`src/rtl/comm_link_pkg.sv`:
```
// comm_link_pkg: register map, status bit indices and FSM encodings shared by the comm link channel.
package comm_link_pkg;
    localparam logic [1:0] ADDR_TX_DATA  = 2'd0;
    localparam logic [1:0] ADDR_STATUS   = 2'd1;
    localparam logic [1:0] ADDR_RX_DATA  = 2'd2;
    localparam logic [1:0] ADDR_LINK_RAW = 2'd3;
    localparam int ST_TX_BUSY    = 0;
    localparam int ST_RX_VALID   = 1;
    localparam int ST_RX_OVERRUN = 2;
    localparam int ST_IRQ_EN     = 3;
    typedef enum logic [1:0] {TX_IDLE, TX_DRIVE, TX_WAIT_ACK, TX_WAIT_REL} tx_state_t;
    typedef enum logic [1:0] {RX_IDLE, RX_ACK, RX_WAIT_REL} rx_state_t;
    function automatic int beats(input int word_w, input int lane_w);
        return word_w / lane_w;
    endfunction
endpackage

```
`src/rtl/sync_stages.sv`:
```
// sync_stages: DEPTH-flop synchroniser for one asynchronous link input.
module sync_stages #(
    parameter int DEPTH = 2
) (
    input  logic clock,
    input  logic reset,
    input  logic d,
    output logic q
);
    logic [DEPTH-1:0] s;
    always_ff @(posedge clock or posedge reset)
        if (reset) s <= '0;
        else s <= {s[DEPTH-2:0], d};
    assign q = s[DEPTH-1];
endmodule

```
`src/rtl/comm_link_channel.sv`:
```
// comm_link_channel: CPU word registers carried over a narrow GPIO link with a four-phase req/ack handshake.
// Optional COMM_LINK_IRQ_EN adds an irq output and the STATUS irq_en bit.
module comm_link_channel
    import comm_link_pkg::*;
#(
    parameter int WORD_W      = 32,
    parameter int LANE_W      = 4,
    parameter int SYNC_STAGES = 2
) (
    input  logic              clock,
    input  logic              reset,
    input  logic [1:0]        address,
    input  logic              write,
    input  logic              read,
    input  logic [WORD_W-1:0] data_write,
    output logic [WORD_W-1:0] data_read,
    output logic [LANE_W-1:0] tx_lane,
    output logic              tx_req,
    input  logic              tx_ack_in,
    input  logic [LANE_W-1:0] rx_lane,
    input  logic              rx_req_in,
    output logic              rx_ack
`ifdef COMM_LINK_IRQ_EN
    ,
    output logic              irq
`endif
);
    localparam int BEATS = beats(WORD_W, LANE_W);
    localparam int BW    = $clog2(BEATS + 1);

    logic ack_s, req_s, req_q;
    tx_state_t tx_state, tx_state_n;
    rx_state_t rx_state, rx_state_n;
    logic [WORD_W-1:0] tx_shift, tx_shift_n, rx_asm, rx_asm_n, rx_data;
    logic [BW-1:0] tx_beat, tx_beat_n, rx_beat, rx_beat_n;
    logic [LANE_W-1:0] tx_lane_n;
    logic tx_req_n, tx_busy, tx_busy_n, rx_ack_n, rx_valid, rx_overrun, done, irq_en;
    logic wr_tx, rd_rx, tx_last, rx_last;

    sync_stages #(.DEPTH(SYNC_STAGES)) u_ack_sync (.clock(clock), .reset(reset), .d(tx_ack_in), .q(ack_s));
    sync_stages #(.DEPTH(SYNC_STAGES)) u_req_sync (.clock(clock), .reset(reset), .d(rx_req_in), .q(req_s));

    assign wr_tx   = write && address == ADDR_TX_DATA && !tx_busy;
    assign rd_rx   = read && address == ADDR_RX_DATA;
    assign tx_last = tx_beat == BW'(BEATS - 1);
    assign rx_last = rx_beat == BW'(BEATS - 1);

    // tx_req rises one cycle after tx_lane changes, giving the peer a cycle of data setup
    always_comb begin
        tx_state_n = tx_state;
        tx_shift_n = tx_shift;
        tx_beat_n  = tx_beat;
        tx_lane_n  = tx_lane;
        tx_req_n   = tx_req;
        tx_busy_n  = tx_busy;
        case (tx_state)
            TX_IDLE: if (wr_tx) begin
                tx_shift_n = data_write;
                tx_beat_n  = '0;
                tx_busy_n  = 1'b1;
                tx_state_n = TX_DRIVE;
            end
            TX_DRIVE: begin
                tx_lane_n  = tx_shift[LANE_W-1:0];
                tx_state_n = TX_WAIT_ACK;
            end
            TX_WAIT_ACK: begin
                tx_req_n   = ~ack_s;
                tx_state_n = ack_s ? TX_WAIT_REL : TX_WAIT_ACK;
            end
            TX_WAIT_REL: if (!ack_s) begin
                tx_shift_n = tx_shift >> LANE_W;
                tx_beat_n  = tx_last ? '0 : tx_beat + 1'b1;
                tx_busy_n  = !tx_last;
                tx_state_n = tx_last ? TX_IDLE : TX_DRIVE;
            end
            default: tx_state_n = TX_IDLE;
        endcase
    end

    always_comb begin
        rx_state_n = rx_state;
        rx_asm_n   = rx_asm;
        rx_beat_n  = rx_beat;
        rx_ack_n   = rx_ack;
        done       = 1'b0;
        case (rx_state)
            RX_IDLE: if (req_s && !req_q) begin
                rx_asm_n   = {rx_lane, rx_asm[WORD_W-1:LANE_W]};
                rx_ack_n   = 1'b1;
                rx_state_n = RX_ACK;
            end
            RX_ACK: rx_state_n = RX_WAIT_REL;
            RX_WAIT_REL: if (!req_s) begin
                rx_ack_n   = 1'b0;
                rx_beat_n  = rx_last ? '0 : rx_beat + 1'b1;
                done       = rx_last;
                rx_state_n = RX_IDLE;
            end
            default: rx_state_n = RX_IDLE;
        endcase
    end

    always_ff @(posedge clock or posedge reset) begin
        if (reset) begin
            tx_state   <= TX_IDLE;
            rx_state   <= RX_IDLE;
            tx_shift   <= '0;
            tx_beat    <= '0;
            tx_lane    <= '0;
            tx_req     <= 1'b0;
            tx_busy    <= 1'b0;
            rx_asm     <= '0;
            rx_beat    <= '0;
            rx_ack     <= 1'b0;
            rx_data    <= '0;
            rx_valid   <= 1'b0;
            rx_overrun <= 1'b0;
            req_q      <= 1'b0;
            data_read  <= '0;
        end else begin
            tx_state   <= tx_state_n;
            rx_state   <= rx_state_n;
            tx_shift   <= tx_shift_n;
            tx_beat    <= tx_beat_n;
            tx_lane    <= tx_lane_n;
            tx_req     <= tx_req_n;
            tx_busy    <= tx_busy_n;
            rx_asm     <= rx_asm_n;
            rx_beat    <= rx_beat_n;
            rx_ack     <= rx_ack_n;
            req_q      <= req_s;
            rx_data    <= done ? rx_asm : rx_data;
            // completion beats a simultaneous RX_DATA read: valid stays set, overrun is not raised
            rx_valid   <= done | (rx_valid & ~rd_rx);
            rx_overrun <= ~rd_rx & (rx_overrun | (done & rx_valid));
            data_read  <= !read ? data_read :
                          address == ADDR_STATUS   ? WORD_W'({irq_en, rx_overrun, rx_valid, tx_busy}) :
                          address == ADDR_RX_DATA  ? rx_data :
                          address == ADDR_LINK_RAW ? WORD_W'({req_s, ack_s, rx_lane}) : '0;
        end
    end

`ifdef COMM_LINK_IRQ_EN
    always_ff @(posedge clock or posedge reset) begin
        if (reset) begin
            irq_en <= 1'b0;
            irq    <= 1'b0;
        end else begin
            irq_en <= (write && address == ADDR_STATUS) ? data_write[ST_IRQ_EN] : irq_en;
            irq    <= irq_en & (rx_valid | ~tx_busy);
        end
    end
`else
    assign irq_en = 1'b0;
`endif
endmodule
```
`config.mk`:
```
export PLATFORM = sky130hd
export DESIGN_NAME = comm_link_channel
export DESIGN_NICKNAME = d
export VERILOG_FILES = /design/src/rtl/comm_link_pkg.sv /design/src/rtl/sync_stages.sv /design/src/rtl/comm_link_channel.sv
export SDC_FILE = /design/constraint.sdc
export NUM_CORES = 1
export LEC_CHECK = 0
export ABC_AREA = 0
export BUFFER_PORTS_ARGS = -buffer_cell sky130_fd_sc_hd__buf_4
export CAP_MARGIN = 20
export CORE_MARGIN = 5
export CORE_UTILIZATION = 62
export DETAILED_ROUTE_END_ITERATION = 16
export PLACE_DENSITY = 0.93
export SYNTH_ARGS = -nofsm -noshare
export SYNTH_HDL_FRONTEND = slang
export SYNTH_HIERARCHICAL = 1
export SYNTH_SLANG_ARGS = --single-unit
```
`constraint.sdc`:
```
create_clock -name clock -period 12.25 [get_ports clock]
set_clock_uncertainty 0.15 [all_clocks]
set_input_delay 3.0625 -clock clock [delete_from_list [all_inputs] [get_ports clock]]
set_output_delay 3.0625 -clock clock [all_outputs]
set_load 0.02 [all_outputs]
```
# Yosys cells after proc, flatten, opt, wreduce, memory -nomap -nowiden
# Index checks and enable logic that the tools add are counted.
[classes]
addsub = 2
n_eq_ne = 14
muxes = 27
bitwise_logic = 8
n_reduce_logical = 18
[op_table]
columns = ["operator", "count"]
rows = [
  ["two-way mux 32 bit", 4],
  ["one-hot mux 32 bit (2 select lines)", 1],
  ["two-way mux 4 bit", 4],
  ["== test 2 bit (second input constant)", 5],
  ["adder 4 x 1 -> 4 bit (second input constant)", 2],
  ["== test 4 x 3 -> 1 bit (second input constant)", 2],
  ["two-way mux 1 bit", 8],
  ["two-way mux 2 bit", 4],
  ["inequality test 2 bit (second input constant)", 4],
  ["one-hot mux 2 bit (4 select lines)", 1],
  ["one-hot mux 4 bit (2 select lines)", 1],
  ["AND reduction 2 bit", 4],
  ["== test 2 x 1 -> 1 bit (second input constant)", 3],
  ["logical NOT 2 bit", 3],
  ["two-way mux 6 bit", 1],
  ["one-hot mux 2 bit (3 select lines)", 1],
  ["AND reduction 3 bit", 2],
  ["logical AND 1 bit", 4],
  ["one-hot mux 1 bit (2 select lines)", 2],
  ["nonzero test 2 bit", 2],
  ["bitwise AND 1 bit", 3],
  ["logical NOT 1 bit", 3],
  ["NOT 1 bit", 3],
  ["bitwise OR 1 bit", 2],
]
[word_totals]
regBits = 154

# Longest topological paths before layout
# Gate-level depths: netlist of the first run.
[depth]
depth_word = 6
depth_mapped = 7
mapped_depth_nobuf = 6

# Hierarchy
# Netlist of the first run, hierarchy kept.
[by_module_without_submodules]
columns = ["mod", "instances", "cells_per_inst", "area_each_um2", "seq_area_each_um2"]
rows = [
  ["comm_link_channel", 1, 511, 6182.2, 3753.6],
  ["sync_stages", 2, 3, 53.8, 50.0],
]

# Worst setup path before layout of the first run
# Ideal clock, no wire load.
[synth_path]
kind = "in2reg"
from = "input address[1]"
to = "register tx_beat[2]"
setup_ps = 122
t_arrival_ps = 4257
required_time_ps = 11978
path_slack_ps = 7721
path_stages = 5
cell_sequence = "or4b_4 a22oi_4 buf_4 o21ai_1 a32o_1"
[synth_between]
elab_chain_len = 5
[synth_lines]
columns = ["item", "line", "source"]
rows = [
  ["start, declared", "comm_link_channel.sv:12", "input logic [1:0] address,"],
  ["logical NOT 2 bit", "comm_link_channel.sv:43", "assign wr_tx = write && address == ADDR_TX_DATA && !tx_busy;"],
  ["logical AND 1 bit (2 in series)", "comm_link_channel.sv:43", ""],
  ["inequality test 2 bit (no source line)", "--", ""],
  ["AND reduction 3 bit (no source line)", "--", ""],
  ["end signal, assigned", "comm_link_channel.sv:125", "tx_beat <= tx_beat_n;"],
  ["end, declared", "comm_link_channel.sv:35", "logic [BW-1:0] tx_beat, tx_beat_n, rx_beat, rx_beat_n;"],
]
# Every way passes these cells.
# A chain may end at the register's enable or synchronous reset.

# Final worst setup path of the first run
[layout_path]
from = "input address[0]"
to = "register tx_beat[2]"
# The elaborated chain is that of the path after synthesis.

==> results of run 1 <==
==> kinds of logic after synthesis <==
| logic type | share of synthesized area, % |
|---|---|
| DFF | 61.27 |
| xor gates and xnor gates | 0.1393 |
| and+or+nand+nor | 6.584 |
| AOI/OAI and AO/OA | 7.937 |
| muxes | 18.16 |
| adders and majority gates | 1.392 |
| buffers and inverters | 4.516 |
==> state kept, by name (all words and copies together) (netlist names) <==
name / cells
req_q: 1
u_ack_sync/s: 2
rx_state: 2
rx_valid: 1
tx_busy: 1
rx_overrun: 1
tx_beat: 4
rx_asm: 32
u_req_sync/s: 2
tx_lane: 4
tx_req: 1
rx_beat: 4
tx_shift: 32
tx_state: 2
data_read: 32
rx_ack: 1
rx_data: 32
==> layer usage <==
metal  part of all wire (%)  track usage, %
met3                    5.3           4.913
met4                    2.0           8.128
met5                      0               0
met1                     41           29.29
met2                     52           37.62
==> metrics by stage <==
stage | instances | util [%] | hold WS, ns | worst slack, ns | cell area (µm²)
finish | 744 | 77.38 | 0.2037 | 7.562 | 7599
global route | 744 | 77.38 | 0.2159 | 7.480 | 7599
CTS | 743 | 77.10 | 0.2063 | 7.641 | 7571
detailed placement | 711 | 71.24 | 0.1926 | 7.089 | 6995
global placement | 711 | 71.24 | 0.1820 | 7.185 | 6995
floorplan | 517 | - | 0.1812 | 5.001 | 6290
==> power groups by stage <==
stage,Clock (mW),Sequential (mW),Combinational [mW]
floorplan,0,0.742,0.323
global placement,0,0.747,0.398
detailed placement,0,0.761,0.427
CTS,0.519,0.757,0.438
global route,0.545,0.776,0.487
finish,0.514,0.761,0.441
==> cells in the final DEF (no fill, tap or decap), drive strengths merged, types with 7 or more instances in the layout <==
master,count
nand3,7
clkbuf,22
mux2,73
nor2,36
mux2i,32
a21oi,35
dfrtp,154
inv,44
o21ai,38
nand2,37
buf,87
ha,7
==> cell type report <==
type	instances	area (µm²)	area share, %
inverter	43	166.4	2.190
timing repair buffer	87	673.1	8.859
sequential	154	3854	50.72
clock buffer	22	432.9	5.697
tap	133	166.4	2.190
clock inverter	10	142.6	1.877
multi-input combinational	295	2163	28.47
==> worst max path at each step <==
stage	from	depth (start not counted)	slack (ns)	end
final	address[0]	6	7.56	tx_beat[2]
after global routing	address[0]	6	7.48	tx_beat[2]
after CTS	address[0]	6	7.64	tx_beat[2]
after detailed placement	address[0]	6	7.09	tx_beat[3]
after global placement	address[0]	6	7.19	tx_beat[2]
after floorplan	reset	1	5.00	data_read[0]
==> impl_metrics.env, run 1 <==
export IMPL_avgRoutedWirePerCell_um=18.22
export IMPL_rsz0062_at_grt="false"
export IMPL_maxCapViolations=0
export IMPL_cts_hold_fix_buffers=0
export IMPL_layout_min_cycle_time_ns=4.688
export IMPL_placementRows=36
export IMPL_cts_root_buf="clkbuf_8"
export IMPL_yosys_most_used_dff="dfrtp_1"
export IMPL_yosysTopAreaCell="dfrtp_1"
export IMPL_ys_ff_latch=154
export IMPL_p_switching_uw=545.4
export IMPL_die_area_um2=12260
export IMPL_gp_congestion=0.8032
export IMPL_seq_area_frac_synth_pct=61.27
export IMPL_intPower_mw=1.170
export IMPL_relSlewSlack_pct=30.30
export IMPL_outcome="completed"
export IMPL_hp_class="reg2reg"
export IMPL_ios=82
export IMPL_maxSlewViolCount=0
export IMPL_dr_pass1_iters=5
export IMPL_synth_avg_cell_area_um2=12.17
export IMPL_cp_required_ns=12.50
export IMPL_viasPerCell=5.691
export IMPL_finalPower_mw=1.716
export IMPL_synth_nets=568
export IMPL_critical_path_top_delay_family="buffers and inverters"
export IMPL_fin_crit_sh_pct=38.27
export IMPL_synth_edf_count=0
export IMPL_diodes=0
export IMPL_worst_pin_slew_ns=1.045
export IMPL_cp_max_fo=69
export IMPL_ctsHtreeMaxLevel=4
export IMPL_seq_power_share_pct=44.4
export IMPL_grt_antenna_before_repair=0
export IMPL_crit_path_end_kind="flip-flop"
export IMPL_finalHoldViolCount=0
export IMPL_drc=0
export IMPL_cp_arrival_ns=4.93
export IMPL_r2r_slack_ns=9.29
export IMPL_synth_area_leaders="dfrtp_1 61%, mux2_2 13%, mux2i_1 5.1%"
export IMPL_max_freq_mhz=213.3
export IMPL_clock_path_buffers=2
export IMPL_post_cts_buffers=0
export IMPL_combPwrFrac_pct=25.7
export IMPL_slowest_delay_ns=0.54
export IMPL_clk_latency_ns=0.52
export IMPL_grt_total_usage_pct=22.56
export IMPL_postSynthCellCount=517
export IMPL_hold_start="u_req_sync/s[0]"
export IMPL_layout_drive_gt1_share_pct=31.75
export IMPL_clkTransAtPathRegs_ns=0.06
export IMPL_async_reset_ff_share_pct=100.0
export IMPL_crit_buf_inv=2
export IMPL_coreArea_um2=9819
export IMPL_drtIter0Drc=331
export IMPL_die_x_um=110.7
export IMPL_wirelength_um=13560
export IMPL_netSwitchingFraction_pct=31.79
export IMPL_crit_top_cell="buf_4"
export IMPL_cp_slowest_cell="or4b_4"
export IMPL_syn2layout_area_growth_pct=20.81
export IMPL_hold_path_end="u_req_sync/s[1]"
export IMPL_p_leak_nw=3.529
export IMPL_cp_cell_sequence="buf_4 > or4b_4 > a22oi_4 > buf_4 > o21ai_1 > a32o_1"
export IMPL_worstSetupStartpointType="input port"
export IMPL_p_clk_share_pct=29.9
export IMPL_grt_pass1_wl_um=22260
export IMPL_initial_core_util_pct=64.05
export IMPL_synth_common_cells="154 x dfrtp_1, 73 x mux2_2, 43 x inv_1"
export IMPL_peakVddDrop_v=0.0001364
export IMPL_hpwl_um=8111
export IMPL_fillCellCount=582
export IMPL_grt_overflow_total=0
export IMPL_worstReg2RegEnd="tx_beat[2]"
export IMPL_hold_depth=0
export IMPL_cts_resized=0
export IMPL_ff2ff_path_depth=6
export IMPL_vias=4234
export IMPL_synth_top_cell_area_share_pct=61.27
export IMPL_clock_sinks=154
export IMPL_worstSetupPathType="in2reg"
export IMPL_portBuffers=81
export IMPL_syn_area_um2=6290
export IMPL_p_per_area_nw_per_um2=225.8
export IMPL_ys_types=36
export IMPL_fp_dieH_um=110.7
export IMPL_cts_tree="done"
export IMPL_yosysMostFrequentCell="dfrtp_1"
export IMPL_timing_rr_start="tx_state[0]"
export IMPL_ant_nets=0
export IMPL_grt_max_degree=84
export IMPL_tns_ns=0
export IMPL_grt_pass1_vias=4434
export IMPL_setup_viol=0
export IMPL_nets=649
export IMPL_ys_warn_count=6
export IMPL_cts_made_buffers=17
(Power assumes the default switching activity.)
==> run 2: changes to the inputs <==
--- a/config.mk
+++ b/config.mk
@@ -9,9 +9,9 @@
 export BUFFER_PORTS_ARGS = -buffer_cell sky130_fd_sc_hd__buf_4
 export CAP_MARGIN = 20
 export CORE_MARGIN = 5
-export CORE_UTILIZATION = 62
+export CORE_UTILIZATION = 57
 export DETAILED_ROUTE_END_ITERATION = 16
-export PLACE_DENSITY = 0.93
+export PLACE_DENSITY = 0.87
 export SYNTH_ARGS = -nofsm -noshare
 export SYNTH_HDL_FRONTEND = slang
 export SYNTH_HIERARCHICAL = 1
==> constraint.sdc (replaced) <==
create_clock -name clock -period 4.71 [get_ports clock]
set_clock_uncertainty 0.15 [all_clocks]
set_input_delay 1.1775 -clock clock [delete_from_list [all_inputs] [get_ports clock]]
set_output_delay 1.1775 -clock clock [all_outputs]
set_load 0.02 [all_outputs]
==> impl_metrics.env, run 2 (synthesis results as in run 1) <==
export IMPL_finalPower_mw=4.362
export IMPL_maxSlewViolCount=0
export IMPL_wirelength_um=12960
export IMPL_viasPerCell=5.412
export IMPL_layout_common_cells="154 x dfrtp_1, 85 x buf_4, 73 x mux2_2"
export IMPL_clock_sinks=154
export IMPL_coreArea_um2=10840
export IMPL_outcome="completed"
export IMPL_cts_hold_fix_buffers=0
export IMPL_cts_made_buffers=17
export IMPL_grt_pass1_wl_um=21620
export IMPL_cp_max_fo=42
export IMPL_route_met2_wl_um=6507
export IMPL_finalHoldViolCount=0
export IMPL_seq_power_share_pct=45.2
export IMPL_setup_viol=0
export IMPL_max_freq_mhz=320.9
export IMPL_drtIter0Drc=228
export IMPL_avgRoutedWirePerCell_um=17.27
export IMPL_intPower_mw=2.974
export IMPL_fin_crit_sh_pct=66.17
export IMPL_cp_arrival_ns=3.40
export IMPL_timing_hold_ws_ns=0.1996
export IMPL_maxUsedRoutingLayer="met4"
export IMPL_layout_min_cycle_time_ns=3.117
export IMPL_rsz0062_at_grt="false"
export IMPL_p_clk_share_pct=28.8
export IMPL_ant_nets=0
export IMPL_clk_latency_ns=0.52
export IMPL_met1Wirelength_um=5637
export IMPL_grt_max_degree=106
export IMPL_gp_congestion=0.7867
export IMPL_worstSetupStartpointType="flip-flop"
export IMPL_initial_core_util_pct=58.02
export IMPL_cp_required_ns=4.99
export IMPL_portBuffers=81
export IMPL_hp_class="reg2reg"
export IMPL_ios=82
export IMPL_wl_met3_um=536
export IMPL_fillCellCount=727
export IMPL_p_per_area_nw_per_um2=574.9
export IMPL_clock_path_buffers=2
export IMPL_hpwl_um=8227
export IMPL_fp_dieH_um=115.0
export IMPL_placementRows=38
export IMPL_cts_root_buf="clkbuf_8"
export IMPL_die_area_um2=13240
export IMPL_syn2layout_area_growth_pct=20.63
export IMPL_cts_resized=0
export IMPL_p_leak_nw=3.523
export IMPL_die_x_um=115.0
export IMPL_nets=649
export IMPL_grt_overflow_total=0
export IMPL_post_cts_buffers=0
export IMPL_peakVddDrop_v=0.0002735
export IMPL_worst_pin_slew_ns=1.042
export IMPL_mostFrequentLayoutCell="dfrtp_1"
export IMPL_crit_path_end_kind="flip-flop"
export IMPL_grt_antenna_before_repair=0
export IMPL_diodes=0
export IMPL_vias=4059
export IMPL_place_ws_ns=1.263
export IMPL_drc=0
export IMPL_grt_total_usage_pct=20.85
export IMPL_tns_ns=0
export IMPL_netSwitchingFraction_pct=31.82
export IMPL_p_switching_mw=1.388
export IMPL_cts_tree="done"
export IMPL_layout_drive_gt1_share_pct=32.30
export IMPL_combPwrFrac_pct=26.0
export IMPL_worstSetupPathType="reg2reg"
export IMPL_ctsHtreeMaxLevel=4
export IMPL_relSlewSlack_pct=30.52
export IMPL_grt_pass1_vias=4414
export IMPL_fin_ws_ns=1.593
export IMPL_maxCapViolations=0
export IMPL_clkTransAtPathRegs_ns=0.06
export IMPL_dr_pass1_iters=4
run 2: power by group through the flow:
stage	registers, mW	logic [mW]	clock network, mW
floorplan	1.93	0.840	0
global placement	1.95	1.03	0
detailed placement	1.98	1.11	0
CTS	1.97	1.14	1.28
global route	2.01	1.25	1.34
finish	1.97	1.13	1.26
run 2: area by class of cell:
class	count	area (µm²)	share of cell area, %
well taps	140	175.2	2.309
clock inverters	10	92.59	1.220
flip-flops and latches	154	3854	50.79
inverters	43	165.2	2.177
repair buffers	87	678.2	8.938
multi-input cells	295	2163	28.51
clock buffers	21	459.2	6.052
run 2: metal layers:
metal / up-vias / global-route usage [%]
met3: 21 / 5.737
met5: - / 0
met1: 2046 / 27.68
met2: 81 / 33.10
met4: 0 / 7.903
li1: 1911 / -
run 2: critical path, stage by stage, from the launching register on:
cell      delay (ns)
dfrtp_1         0.41
ha_2            0.91
nand2b_1        0.22
a22oi_4         0.59
buf_4           0.48
nor2_1          0.09
a21oi_1         0.17
run 2: stage by stage:
| stage | instance area, µm² | instances | utilization (%) |
|---|---|---|---|
| after floorplan | 6294 | 517 | - |
| after global placement | 7015 | 718 | 64.72 |
| after detailed placement | 7015 | 718 | 64.72 |
| after CTS | 7567 | 749 | 69.81 |
| after global routing | 7587 | 750 | 69.99 |
| final | 7587 | 750 | 69.99 |
run 2: final timing paths:
path                                 start               to  cells past startpoint  slack, ns
min reg2reg                u_req_sync/s[0]  u_req_sync/s[1]                      0       0.20
min in group asynchronous            reset  u_req_sync/s[0]                      2       0.38
min                        u_req_sync/s[0]  u_req_sync/s[1]                      0       0.20
max in group asynchronous            reset    data_read[28]                      3       3.05
max                            tx_state[1]     tx_shift[16]                      6       1.59
max reg2reg                    tx_state[1]     tx_shift[16]                      6       1.59
